==> config.mk <==
export PLATFORM = sky130hd
export DESIGN_NAME = pot_scanner
export DESIGN_NICKNAME = d
export VERILOG_FILES = /design/src/rtl/pot_scanner.sv
export SDC_FILE = /design/constraint.sdc
export NUM_CORES = 1
export LEC_CHECK = 0
export BUFFER_PORTS_ARGS = -buffer_cell sky130_fd_sc_hd__buf_2
export CAP_MARGIN = 20
export CORE_AREA = 3 3 127 129
export DETAILED_ROUTE_END_ITERATION = 16
export DIE_AREA = 0 0 130 132
export GPL_ROUTABILITY_DRIVEN = 0
export PLACE_DENSITY = 0.57
export SYNTH_ARGS = -nofsm -noshare
export SYNTH_HDL_FRONTEND = slang
export SYNTH_SLANG_ARGS = --single-unit
==> constraint.sdc <==
create_clock -name clk -period 2.9 [get_ports clk]
set_clock_uncertainty 0.1 [all_clocks]
set_input_delay 0.29 -clock clk [delete_from_list [all_inputs] [get_ports clk]]
set_output_delay 0.29 -clock clk [all_outputs]
set_load 0.01 [all_outputs]
==> src/rtl/pot_scanner.sv <==
// pot_scanner: free-running scanner for six slide pots on an ADC128S 8-channel SPI A2D.
// Sends one 16-bit command frame per channel in a fixed round-robin order and captures
// the reply (which belongs to the channel addressed in the previous frame) into
// registered 12-bit pot settings.
//
// Parameters:
//   SCLK_DIV  system clocks per SCLK period (even, >= 4)
//   GAP       clocks SS_n stays high between frames (>= 2)
//
// Ports:
//   clk, rst_n        system clock, asynchronous active-low reset
//   SS_n, SCLK, MOSI  SPI master outputs (SCLK idles high), all straight from flops
//   MISO              SPI data from the A2D
//   LP_pot .. volume  latest 12-bit result per pot
//   pots_vld          one-clock pulse when the volume pot (last in sweep) is written
//
// Optional feature: define POT_FILTER_EN to average each new sample with the held value.
module pot_scanner #(
    parameter int unsigned SCLK_DIV = 32,
    parameter int unsigned GAP      = 8
) (
    input  logic        clk,
    input  logic        rst_n,
    output logic        SS_n,
    output logic        SCLK,
    output logic        MOSI,
    input  logic        MISO,
    output logic [11:0] LP_pot,
    output logic [11:0] B1_pot,
    output logic [11:0] B2_pot,
    output logic [11:0] B3_pot,
    output logic [11:0] HP_pot,
    output logic [11:0] volume,
    output logic        pots_vld
);

    localparam logic [15:0] HalfEnd = 16'(SCLK_DIV / 2 - 1);
    localparam logic [15:0] GapEnd  = 16'(GAP - 1);

    typedef enum logic [1:0] {StGap, StFront, StShift, StBack} state_e;

    state_e      state_q, state_d;
    logic [15:0] cnt_q, cnt_d;
    logic [4:0]  bit_q, bit_d;
    logic        ss_n_q, ss_n_d;
    logic        sclk_q, sclk_d;
    logic        mosi_q, mosi_d;
    logic [15:0] tx_q, tx_d;
    logic [15:0] rx_q, rx_d;
    logic [2:0]  slot_q, slot_d;
    logic [2:0]  prev_slot_q, prev_slot_d;
    logic        first_q, first_d;
    logic        vld_q, vld_d;
    logic [11:0] pot_q [6];
    logic [11:0] pot_d [6];
    logic [15:0] cmd;
    logic        rx_unused;

    // Slot 5 (volume) lives on channel 7; the other slots map straight to their channel.
    function automatic logic [15:0] cmd_word(input logic [2:0] slot);
        logic [2:0] ch;
        ch = (slot == 3'd5) ? 3'd7 : slot;
        return {2'b00, ch, 11'h000};
    endfunction

    assign cmd       = cmd_word(slot_q);
    assign rx_unused = ^rx_q[15:12];

    always_comb begin
        state_d     = state_q;
        cnt_d       = cnt_q + 16'd1;
        bit_d       = bit_q;
        ss_n_d      = ss_n_q;
        sclk_d      = sclk_q;
        mosi_d      = mosi_q;
        tx_d        = tx_q;
        rx_d        = rx_q;
        slot_d      = slot_q;
        prev_slot_d = prev_slot_q;
        first_d     = first_q;
        vld_d       = 1'b0;
        pot_d       = pot_q;

        unique case (state_q)
            StGap: begin
                if (cnt_q == GapEnd) begin
                    state_d = StFront;
                    cnt_d   = '0;
                    ss_n_d  = 1'b0;
                    // MSB goes out with SS_n so it is settled before the first SCLK fall.
                    mosi_d  = cmd[15];
                    tx_d    = {cmd[14:0], 1'b0};
                    bit_d   = '0;
                end
            end
            StFront: begin
                if (cnt_q == HalfEnd) begin
                    state_d = StShift;
                    cnt_d   = '0;
                    sclk_d  = 1'b0;
                end
            end
            StShift: begin
                if (cnt_q == HalfEnd) begin
                    cnt_d = '0;
                    if (!sclk_q) begin
                        sclk_d = 1'b1;
                        rx_d   = {rx_q[14:0], MISO};
                        bit_d  = bit_q + 5'd1;
                    end else if (bit_q == 5'd16) begin
                        state_d = StBack;
                    end else begin
                        // Every fall after the first advances MOSI by one bit.
                        sclk_d = 1'b0;
                        mosi_d = tx_q[15];
                        tx_d   = {tx_q[14:0], 1'b0};
                    end
                end
            end
            StBack: begin
                if (cnt_q == HalfEnd) begin
                    state_d = StGap;
                    cnt_d   = '0;
                    ss_n_d  = 1'b1;
                    mosi_d  = 1'b0;
                    // Reply belongs to the previous frame's slot; the first frame has none.
                    if (!first_q) begin
                        for (int i = 0; i < 6; i++) begin
                            if (prev_slot_q == 3'(i)) begin
`ifdef POT_FILTER_EN
                                pot_d[i] = 12'((13'(pot_q[i]) + 13'(rx_q[11:0]) + 13'd1) >> 1);
`else
                                pot_d[i] = rx_q[11:0];
`endif
                            end
                        end
                        vld_d = (prev_slot_q == 3'd5);
                    end
                    first_d     = 1'b0;
                    prev_slot_d = slot_q;
                    slot_d      = (slot_q == 3'd5) ? 3'd0 : slot_q + 3'd1;
                end
            end
            default: state_d = StGap;
        endcase
    end

    always_ff @(posedge clk or negedge rst_n) begin
        if (!rst_n) begin
            state_q     <= StGap;
            cnt_q       <= '0;
            bit_q       <= '0;
            ss_n_q      <= 1'b1;
            sclk_q      <= 1'b1;
            mosi_q      <= 1'b0;
            tx_q        <= '0;
            rx_q        <= '0;
            slot_q      <= '0;
            prev_slot_q <= '0;
            first_q     <= 1'b1;
            vld_q       <= 1'b0;
            for (int i = 0; i < 6; i++) begin
                pot_q[i] <= '0;
            end
        end else begin
            state_q     <= state_d;
            cnt_q       <= cnt_d;
            bit_q       <= bit_d;
            ss_n_q      <= ss_n_d;
            sclk_q      <= sclk_d;
            mosi_q      <= mosi_d;
            tx_q        <= tx_d;
            rx_q        <= rx_d;
            slot_q      <= slot_d;
            prev_slot_q <= prev_slot_d;
            first_q     <= first_d;
            vld_q       <= vld_d;
            for (int i = 0; i < 6; i++) begin
                pot_q[i] <= pot_d[i];
            end
        end
    end

    assign SS_n     = ss_n_q;
    assign SCLK     = sclk_q;
    assign MOSI     = mosi_q;
    assign pots_vld = vld_q;
    assign B1_pot   = pot_q[0];
    assign LP_pot   = pot_q[1];
    assign B3_pot   = pot_q[2];
    assign HP_pot   = pot_q[3];
    assign B2_pot   = pot_q[4];
    assign volume   = pot_q[5];

endmodule
# Yosys cells after proc, flatten, opt, wreduce, memory -nomap -nowiden
# Cells that the tools add are included.
# totals
register_bits,134
latch_bits,0
mem_bits_rw,0
mem_bits_ro,0
in_bits,3
word_cells,100
memories,0
# op_classes
n_addsub,3
multipliers,0
div_mod_pow,0
magnitude_cmp,0
eq_ne,20
shift,0
n_mux,36
n_bitwise,2
reduce_logical,21
# ops
operator,n
16-bit two-way mux,6
16-bit case mux with 2 select lines,2
4-bit AND reduction,7
"16-bit by 1-bit adder with 16-bit output, second input constant",1
"16-bit by 3-bit == test with 1-bit output, second input constant",1
"16-bit by 4-bit == test with 1-bit output, second input constant",1
"2-bit != test, second input constant",8
5-bit two-way mux,3
1-bit two-way mux,12
2-bit two-way mux,6
6-bit AND reduction,2
5-bit case mux with 2 select lines,1
"3-bit == test, second input constant",3
3-bit AND reduction,3
2-bit case mux with 4 select lines,1
"3-bit by 2-bit == test with 1-bit output, second input constant",2
3-bit two-way mux,2
2-bit nonzero test,3
"5-bit by 1-bit adder with 5-bit output, second input constant",1
"5-bit == test, second input constant",1
5-bit AND reduction,1
"2-bit == test, second input constant",2
1-bit case mux with 2 select lines,2
"3-bit by 1-bit adder with 3-bit output, second input constant",1
other kinds (9),10

# Depth between registers and ports, before layout
# Gate-level depths: netlist of run 1.
# depth
depth_word,5
ltp_mapped,8

# Least setup slack after synthesis of run 1
# OpenSTA, ideal clock, no wires.
# synth_timing
path_kind,reg2reg
startpoint,reg cnt_q[5]
endpoint,reg pot_q (netlist bit LP_pot[10])
arrival_ns,2.120
path_slack_ns,0.555
stages_incl_launch_ff,8
n_path_buf,2
synth_period_minus_slack_ns,2.345
path_cell_list,dfrtp_1 -> nor4_4 -> and4_1 -> buf_4 -> nand2_4 -> or4_4 -> buf_6 -> mux2_4
# synth_between
elab_chain_cells,2
# synth_rtl
item,line,text
start: declaration,43,"logic [15:0] cnt_q, cnt_d;"
start signal: assignment,167,cnt_q <= cnt_d;
16-bit by 4-bit == test with 1-bit output,121,if (cnt_q == HalfEnd) begin
4-bit AND reduction (no line),--,
end signal: indexed assignment,179,pot_q[i] <= pot_d[i];
end: declaration,54,logic [11:0] pot_q [6];
# No other way between the ends.
# A chain may end at the register's enable or synchronous reset.

# Final worst setup path of run 1
# layout_timing
startpoint,reg cnt_q[0]
endpoint,reg pot_q (netlist bit volume[7])
# Same word-level chain as after synthesis.

==> results list, run 1 <==
* Clock tree from TritonCTS: done
* Global-route wire length before repair: 19.3 mm
- In the synthesized netlist the dominant register cell turns out to be sky130_fd_sc_hd__dfrtp_1.
- STA classifies the critical path startpoint as a flip-flop.
- Number of stages on the worst setup path: 8
- Launch point of the worst path: cnt_q[0]
- Ratio of final minimum period to clock period: 91.7%
* Global-route usage over all layers: 14.4%
- In this run the worst setup path terminates at volume[7].
- For this run, the slowest stage of the critical path takes 0.37 ns.
- For this run, the post-layout net count is 515.
* FF+latch count, synth: 122
- The critical path is of the flip-flop to flip-flop type.
* EDFF count, synth: 0
- Number of cell rows: 45
* Post-detailed-route via-to-cell ratio: 4.98
- Achievable frequency: 376 MHz
* Vias in the first global route: 3585
- In the final timing run, aggregate negative setup slack is 0 ns.
- The synthesized netlist occupies a cell area of 0.00528 mm².
- Net count of the mapped netlist: 419
* Total of warnings raised by yosys: 0
- The clock tree synthesis step divided the H-tree into 4 levels.
- The final number of max-transition violations was 0.
- The layout has 1354 filler cells.
- Most area-hungry cell type in the Yosys netlist: sky130_fd_sc_hd__dfrtp_1
* Antenna viol nets, final: 0
- Of all nets on the critical path, the largest fanout is 13.
* Reg-to-reg critical path startpoint: cnt_q[0]
* Relative slew margins: 57.9%
* Clock transition at the registers of the reported paths: 0.06 ns
- Summing the sequential cell areas from Yosys gives 57.9% of the chip area.
- Routed wire per std cell: 16.5 µm
- The number of cells on the worst reg-to-reg path is 8.
- After clock tree synthesis, the repair step resized 0 gates.
- Synthesis handed over a netlist of 408 instances.
- Actual transition at the worst max-transition pin: 0.631 ns
* Largest net degree at the start of global routing: 73
- Worst hold-check slack: 0.0204 ns
- For the finished layout, the period the worst path requires is 2.66 ns.
- # diodes: 0
- Initial Util: 34.8%
- Worst min-delay path class: primary input to flip-flop
- Register-to-register setup slack: 0.24 ns
- Count of final hold-check violations: 0
* Cell repeated most along the worst path: sky130_fd_sc_hd__buf_4
- In this run the critical register-to-register path is captured at volume[7].
* Total power density per cell area: 605 mW/mm²
- Setup repair after global routing missed its margin: false
- Clock network latency to the later pin of the worst-skew pair: 0.41 ns
- The worst setup path is captured at a flip-flop.
* Maximum count of clock buffers along a single path: 2
- Residual overflow from global routing: 0
- The critical path contains buffers and inverters numbering 2 combined.
* HPWL reported at the end of detailed placement: 8.06 mm
- Pin placement for this block handled 79 I/O pins.
- The flow ran to the end, and the final reports show no timing, DRC or antenna violations.
- Final Routed Wirelength: 11.6 mm
* WP data arrival: 2.85 ns
- The first detailed-routing pass took 4 iterations.
- IR analysis of the VDD net gives a maximum drop of 0.453 mV.
- Average instance area after synthesis: 12.9 µm²
- The die is 130 µm wide.
* Top cells by area in the synthesized netlist: sky130_fd_sc_hd__dfrtp_1 (56%), sky130_fd_sc_hd__mux2_2 (11%), sky130_fd_sc_hd__mux2_4 (5.7%), sky130_fd_sc_hd__nand2_1 (3.8%), sky130_fd_sc_hd__ha_1 (1.9%)
- Drt initial violations: 177
- Cells with a size suffix above 1 make up 39.5% of the layout.
* Area of the core: 0.0151 mm²
* Worst-path cell chain: ha_1, and3_1, and4_1, buf_4, nand4b_1, nor2_1, buf_4, mux2_2
* Leakage power: 3.52 nW
* Count of distinct cell types in the synthesized netlist: 51
* CTS root buf: sky130_fd_sc_hd__clkbuf_16
* Vert. Die Dim: 132 µm
- Clock tree synthesis inserted a total of 17 buffers.
- Setup violations remaining at the end of the flow were counted as 0.
- Detailed routing inserted a total of 3505 vias.
- DIE AREA: 0.0172 mm²
- The share of synthesized area in the top cell type comes to 56.5%.
* Cell class contributing the biggest share of worst-path delay: simple AND/OR/NAND/NOR gates
- Across the run, the number of max-cap violations was 0.
- CTS saw 122 sinks.
- Endpoint required time on the critical path: 3.09 ns
- After synthesis, the share of flip-flops with an asynchronous set or reset is 100%.
- Initial antenna violation count: 0
- The largest individual stage delay along the critical path comes from the cell sky130_fd_sc_hd__nor2_1.
* Synth-to-Final Area Change: 24.6%
- Port Buf Inserts: 78
- After detailed routing, the number of remaining DRC violations is 0.
[cell type report]
class	count	area, µm²	area share, %
clock buffer	20	457	6.95
tap	188	235	3.58
clock inverter	11	169	2.57
multi-input combinational	261	2100	32.0
timing repair buffer	93	520	7.92
inverter	9	33.8	0.514
sequential	122	3060	46.5
[flip-flops by register name, summed over array words and instances (netlist names)]
signal	count
MOSI	1
tx_q	4
prev_slot_q	3
SS_n	1
HP_pot	12
bit_q	5
pots_vld	1
volume	12
rx_q	12
B2_pot	12
state_q	2
cnt_q	16
slot_q	3
B1_pot	12
SCLK	1
B3_pot	12
first_q	1
LP_pot	12
[what timing repair did]
item | in CTS | in global routing
hold endpoints to repair | 22 | 0
hold buffers | 1 | 0
setup buffers | 0 | 0
[synth_stat cells (2+ instances only)]
library cell,number
sky130_fd_sc_hd__xnor2_1,11
sky130_fd_sc_hd__and3_1,5
sky130_fd_sc_hd__buf_6,2
sky130_fd_sc_hd__a21boi_0,2
sky130_fd_sc_hd__dfrtp_1,119
sky130_fd_sc_hd__buf_2,6
sky130_fd_sc_hd__nand2b_1,2
sky130_fd_sc_hd__o31ai_1,2
sky130_fd_sc_hd__mux2_2,50
sky130_fd_sc_hd__mux2_4,20
sky130_fd_sc_hd__a31oi_1,3
sky130_fd_sc_hd__nor2b_1,2
sky130_fd_sc_hd__nor3_1,10
sky130_fd_sc_hd__nand2_1,54
sky130_fd_sc_hd__xor2_1,4
sky130_fd_sc_hd__dfstp_2,3
sky130_fd_sc_hd__o21ai_0,8
sky130_fd_sc_hd__ha_1,8
sky130_fd_sc_hd__inv_1,8
sky130_fd_sc_hd__mux2_1,6
sky130_fd_sc_hd__nor4_4,3
sky130_fd_sc_hd__clkbuf_1,7
sky130_fd_sc_hd__o211ai_1,2
sky130_fd_sc_hd__or3_1,2
sky130_fd_sc_hd__nor2_1,13
sky130_fd_sc_hd__and2_1,4
sky130_fd_sc_hd__a21o_1,2
sky130_fd_sc_hd__mux2i_1,7
sky130_fd_sc_hd__nand4_1,3
sky130_fd_sc_hd__or4_4,2
sky130_fd_sc_hd__a21oi_1,8
sky130_fd_sc_hd__nand3_1,10
sky130_fd_sc_hd__nor4_1,2
[how the worst min path moves through the flow]
stage | slack, ns | cells after the start | to | startpoint
2_1_floorplan | -0.11 | 0 | B1_pot[0] | rst_n
3_3_place_gp | 0.11 | 1 | LP_pot[6] | rst_n
3_5_place_dp | 0.11 | 1 | LP_pot[6] | rst_n
4_1_cts | 0.004 | 3 | rx_q[0] | MISO
5_1_grt | 0.02 | 3 | rx_q[0] | MISO
6_report | 0.02 | 3 | rx_q[0] | MISO
[power by group]
group / switching (mW) / internal, mW / leakage (nW)
combinational: 0.0339 / 0.00626 / 1.56
clock: 0.752 / 1.48 / 0.295
sequential: 0.00199 / 1.70 / 1.67
[worst min-delay path, stage by stage]
cell,delay (ns)
sky130_fd_sc_hd__buf_2,0.10
sky130_fd_sc_hd__nand2_1,0.05
sky130_fd_sc_hd__nand2_1,0.05
[metrics by stage]
stage / utilization [%] / area (µm²) / setup WS [ns] / instances / power, mW
floorplan: - / 5280 / 0.555 / 408 / 1.74
global placement: 39.2 / 5940 / 0.325 / 672 / 1.78
detailed placement: 39.2 / 5940 / 0.219 / 672 / 1.78
CTS: 43.4 / 6580 / 0.208 / 704 / 4.02
global route: 43.4 / 6580 / 0.0677 / 704 / 4.10
finish: 43.4 / 6580 / 0.241 / 704 / 3.98
[metal layers]
metal  wire length, µm  up-vias  track usage (%)
met2              5690       86             23.0
met5                 0        -                0
met3               553       14             3.97
met4               143        0             4.39
met1              5200     1770             18.9
li1                  -     1635                -
[kinds of logic after synthesis]
group                    share of synthesized area [%]
flip-flops                                        57.9
XOR/XNOR                                          2.49
AO/OA/AOI/OAI                                     4.39
adder cells (fa/ha/maj)                           1.90
multiplexers                                      19.0
buffers and inverters                             2.28
AND/OR/NAND/NOR                                   12.0
[placed cells by master, fill, tap and decap left out, drive strengths merged, types with 3 or more instances in the layout]
cell type and n:
nand4 3, xor2 4, inv 9, clkinvlp 4, a21oi 8, and2 4, bufinv 4, or4 3
nor4 5, and3 5, mux2i 7, mux2 76, clkbuf 20, nor2 13, ha 8, buf 92
nand3 10, nor3 10, o21ai 8, a31oi 3, dfrtp 119, dfstp 3, nand2 55, xnor2 11
clkinv 3
Note: power is estimated with default switching activity, not from simulation.
==> inputs of run 2 (changes only) <==
--- a/config.mk
+++ b/config.mk
@@ -7,11 +7,11 @@
 export LEC_CHECK = 0
 export BUFFER_PORTS_ARGS = -buffer_cell sky130_fd_sc_hd__buf_2
 export CAP_MARGIN = 20
-export CORE_AREA = 3 3 127 129
+export CORE_AREA = 3 3 101 103
 export DETAILED_ROUTE_END_ITERATION = 16
-export DIE_AREA = 0 0 130 132
+export DIE_AREA = 0 0 104 106
 export GPL_ROUTABILITY_DRIVEN = 0
-export PLACE_DENSITY = 0.57
+export PLACE_DENSITY = 0.82
 export SYNTH_ARGS = -nofsm -noshare
 export SYNTH_HDL_FRONTEND = slang
 export SYNTH_SLANG_ARGS = --single-unit
==> run 2 against run 1 <==
- combinational power rose by 1%
- sequential share of layout area up 1.1 points
- first-iteration DRC count is 2.3% higher
- maximum frequency is 1.7% lower
- via count up 2.9%
- clock power is 14% lower
- register-to-register slack worse by 0.05 ns
- critical path type unchanged
- highest routed layer unchanged
==> results list, run 2 (synthesized netlist as in run 1, its figures left out) <==
* Result of the run: finished, final reports clean
- Counting I/O delays and the setup requirement, the final critical path takes 2.71 ns.
- The count of final hold-check violations is 0.
- Number of levels the H-tree was split into: 4
- CTS root buf: sky130_fd_sc_hd__clkbuf_8
- The top cell types in the final layout, fill and taps aside, are sky130_fd_sc_hd__dfrtp_1 (119), sky130_fd_sc_hd__buf_2 (77), sky130_fd_sc_hd__nand2_1 (54), sky130_fd_sc_hd__mux2_2 (50), sky130_fd_sc_hd__mux2_4 (20).
- Entering global routing, the biggest net connects 54 pins.
* Reg-to-reg critical path startpoint: cnt_q[0]
- Number of cell rows: 35
* # diodes: 0
- Fill cell total of the finished layout: 617
- Initial DRT Pass Iterations: 4
* Vias in the first global route: 3868
- Number of cells on the worst reg-to-reg path: 6
- For this design the ratio of total power to cell area is 570 mW/mm².
- After detailed routing, the number of remaining DRC violations is 0.
- The floorplan step defined a die boundary enclosing 0.0110 mm².
- Final count of pins violating max slew: 0
- In the finished design, the share of the clock period the worst path needs comes to 93.3%.
- Setup repair after global routing left no endpoint under its margin.
- Across all hold checks on the routed design, the worst slack comes to 0.270 ns.
- Slowest library cell on the worst path: sky130_fd_sc_hd__or3_1
- Critical R2R Capture: HP_pot[5]
- During placement, the flow inserted port buffers numbering 78.
* Achievable frequency: 370 MHz
* Post-placement setup slack: 0.250 ns
* Clock network latency to the later pin of the worst-skew pair: 0.51 ns
- Across the VDD grid, the largest voltage drop is 0.430 mV.
- Worst min-delay path class: primary input to asynchronous set/reset pin
- Setup violations remaining at the end of the flow were counted as 0.
* Register name with the most flops: cnt_q
* Register-to-register setup slack: 0.19 ns
- The register with the most flip-flops in the layout has 16 of them.
* Most common library cell in the layout ignoring fill and taps: sky130_fd_sc_hd__dfrtp_1
- Area of the core: 0.00928 mm²
* Drt initial violations: 181
- Largest driver fanout on the critical path: 12
* Kind of capture point of the worst setup path: flip-flop
- TritonCTS buffer count: 17
* Number of stages on the worst setup path: 6
* Vert. Die Dim: 106 µm
- The clock drives 122 sinks.
- Cells fill 69.1% of the core in the end.
* Minimum setup slack in the final design: 0.194 ns
* Relative slew margins: 53.9%
* Vias after detailed routing: 3607
- For the pin with the worst max-slew slack, the measured transition is 0.691 ns.
- Summing all non-filler instances in the final layout gives an area of 0.00642 mm².
- Fraction of layout instances using a drive strength above 1: 39.5%
- Summed over all layers, the global routing overflow is 0.
- Initial antenna violation count: 0
* Leakage power: 3.50 nW
- Initial Util: 56.8%
* Die width: 104 µm
* Fin nets: 515
* Post-cts repair resize count: 0
- Cell class contributing the biggest share of worst-path delay: simple AND/OR/NAND/NOR gates
* Clock transition at the registers of the reported paths: 0.06 ns
- Worst-path cell chain: ha_1, and3_1, and4_1, nand2_4, or3_1, mux2_1
- Post-detailed-placement cell area: 0.00586 mm²
- Global-route wire length before repair: 19.3 mm
* WP data arrival: 2.99 ns
- Final Routed Wirelength: 11.6 mm
* Global-route usage over all layers: 22.2%
- After detailed routing, the average wire length per cell comes to 18.0 µm.
* Stage delay of the slowest cell on the critical path: 0.70 ns
- Number of buffers inserted to repair setup after CTS: 0
* Antenna viol nets, final: 0
- Critical path startpoint category: flip-flop
- I/O pins: 79
* Maximum Capacitance Violations: 0
- Post-CTS Hold Buffers: 2
- STA puts the critical path data required time at 3.19 ns.
* Maximum count of clock buffers along a single path: 2
- HPWL reported at the end of detailed placement: 7.79 mm
- Synth-to-Final Area Change: 21.7%
- Post-detailed-route via-to-cell ratio: 5.59
- Adding up every negative setup slack in the final design gives 0 ns.
* Kind of critical path: flip-flop to flip-flop
- Counting both buffers and inverters, the worst setup path holds a total of 0.
* Clock tree from TritonCTS: done
## run 2: cell types whose count changed in the layout (fill, tap and decap cells not counted), sizes merged
cell,change
clkbuf,-3
clkinv,+8
inv,+2
buf,-1
bufinv,-3
clkinvlp,-4
dlygate4sd3,+1
## run 2: power breakdown
| part | switching (mW) | internal, mW | leakage, nW |
|---|---|---|---|
| clock | 0.777 | 1.13 | 0.272 |
| sequential | 0.00152 | 1.70 | 1.67 |
| combinational | 0.0333 | 0.00711 | 1.56 |
## run 2: layer usage
metal  global-route usage (%)  share of wire, %  vias up
met5                        0                 0        -
met4                     8.36               1.8        0
met3                     6.25               4.7       16
met2                     38.5                51      111
met1                     26.5                42     1842
li1                         -                 -     1638
## run 2: worst max-delay path by stage
stage / from / end / slack (ns)
3_3_place_gp: cnt_q[0] / HP_pot[11] / 0.36
2_1_floorplan: cnt_q[5] / LP_pot[10] / 0.56
6_report: cnt_q[0] / HP_pot[5] / 0.19
5_1_grt: cnt_q[0] / HP_pot[11] / 0.06
4_1_cts: cnt_q[0] / HP_pot[11] / 0.22
3_5_place_dp: cnt_q[0] / HP_pot[4] / 0.25
## run 2: per-stage QoR
step	power, mW	instances
after global routing	3.77	645
after CTS	3.68	645
after detailed placement	1.78	612
after global placement	1.78	612
final	3.66	645
after floorplan	1.74	408
## run 2: cell type report
type                            count  area (µm²)  area share (%)
Clock buffer                       17         414            6.45
Clock inverter                     14         125            1.95
Inverter                            9        33.8           0.526
Multi-Input combinational cell    261        2100            32.8
Sequential cell                   122        3060            47.6
Tap cell                          129         161            2.52
Timing Repair Buffer               93         523            8.15
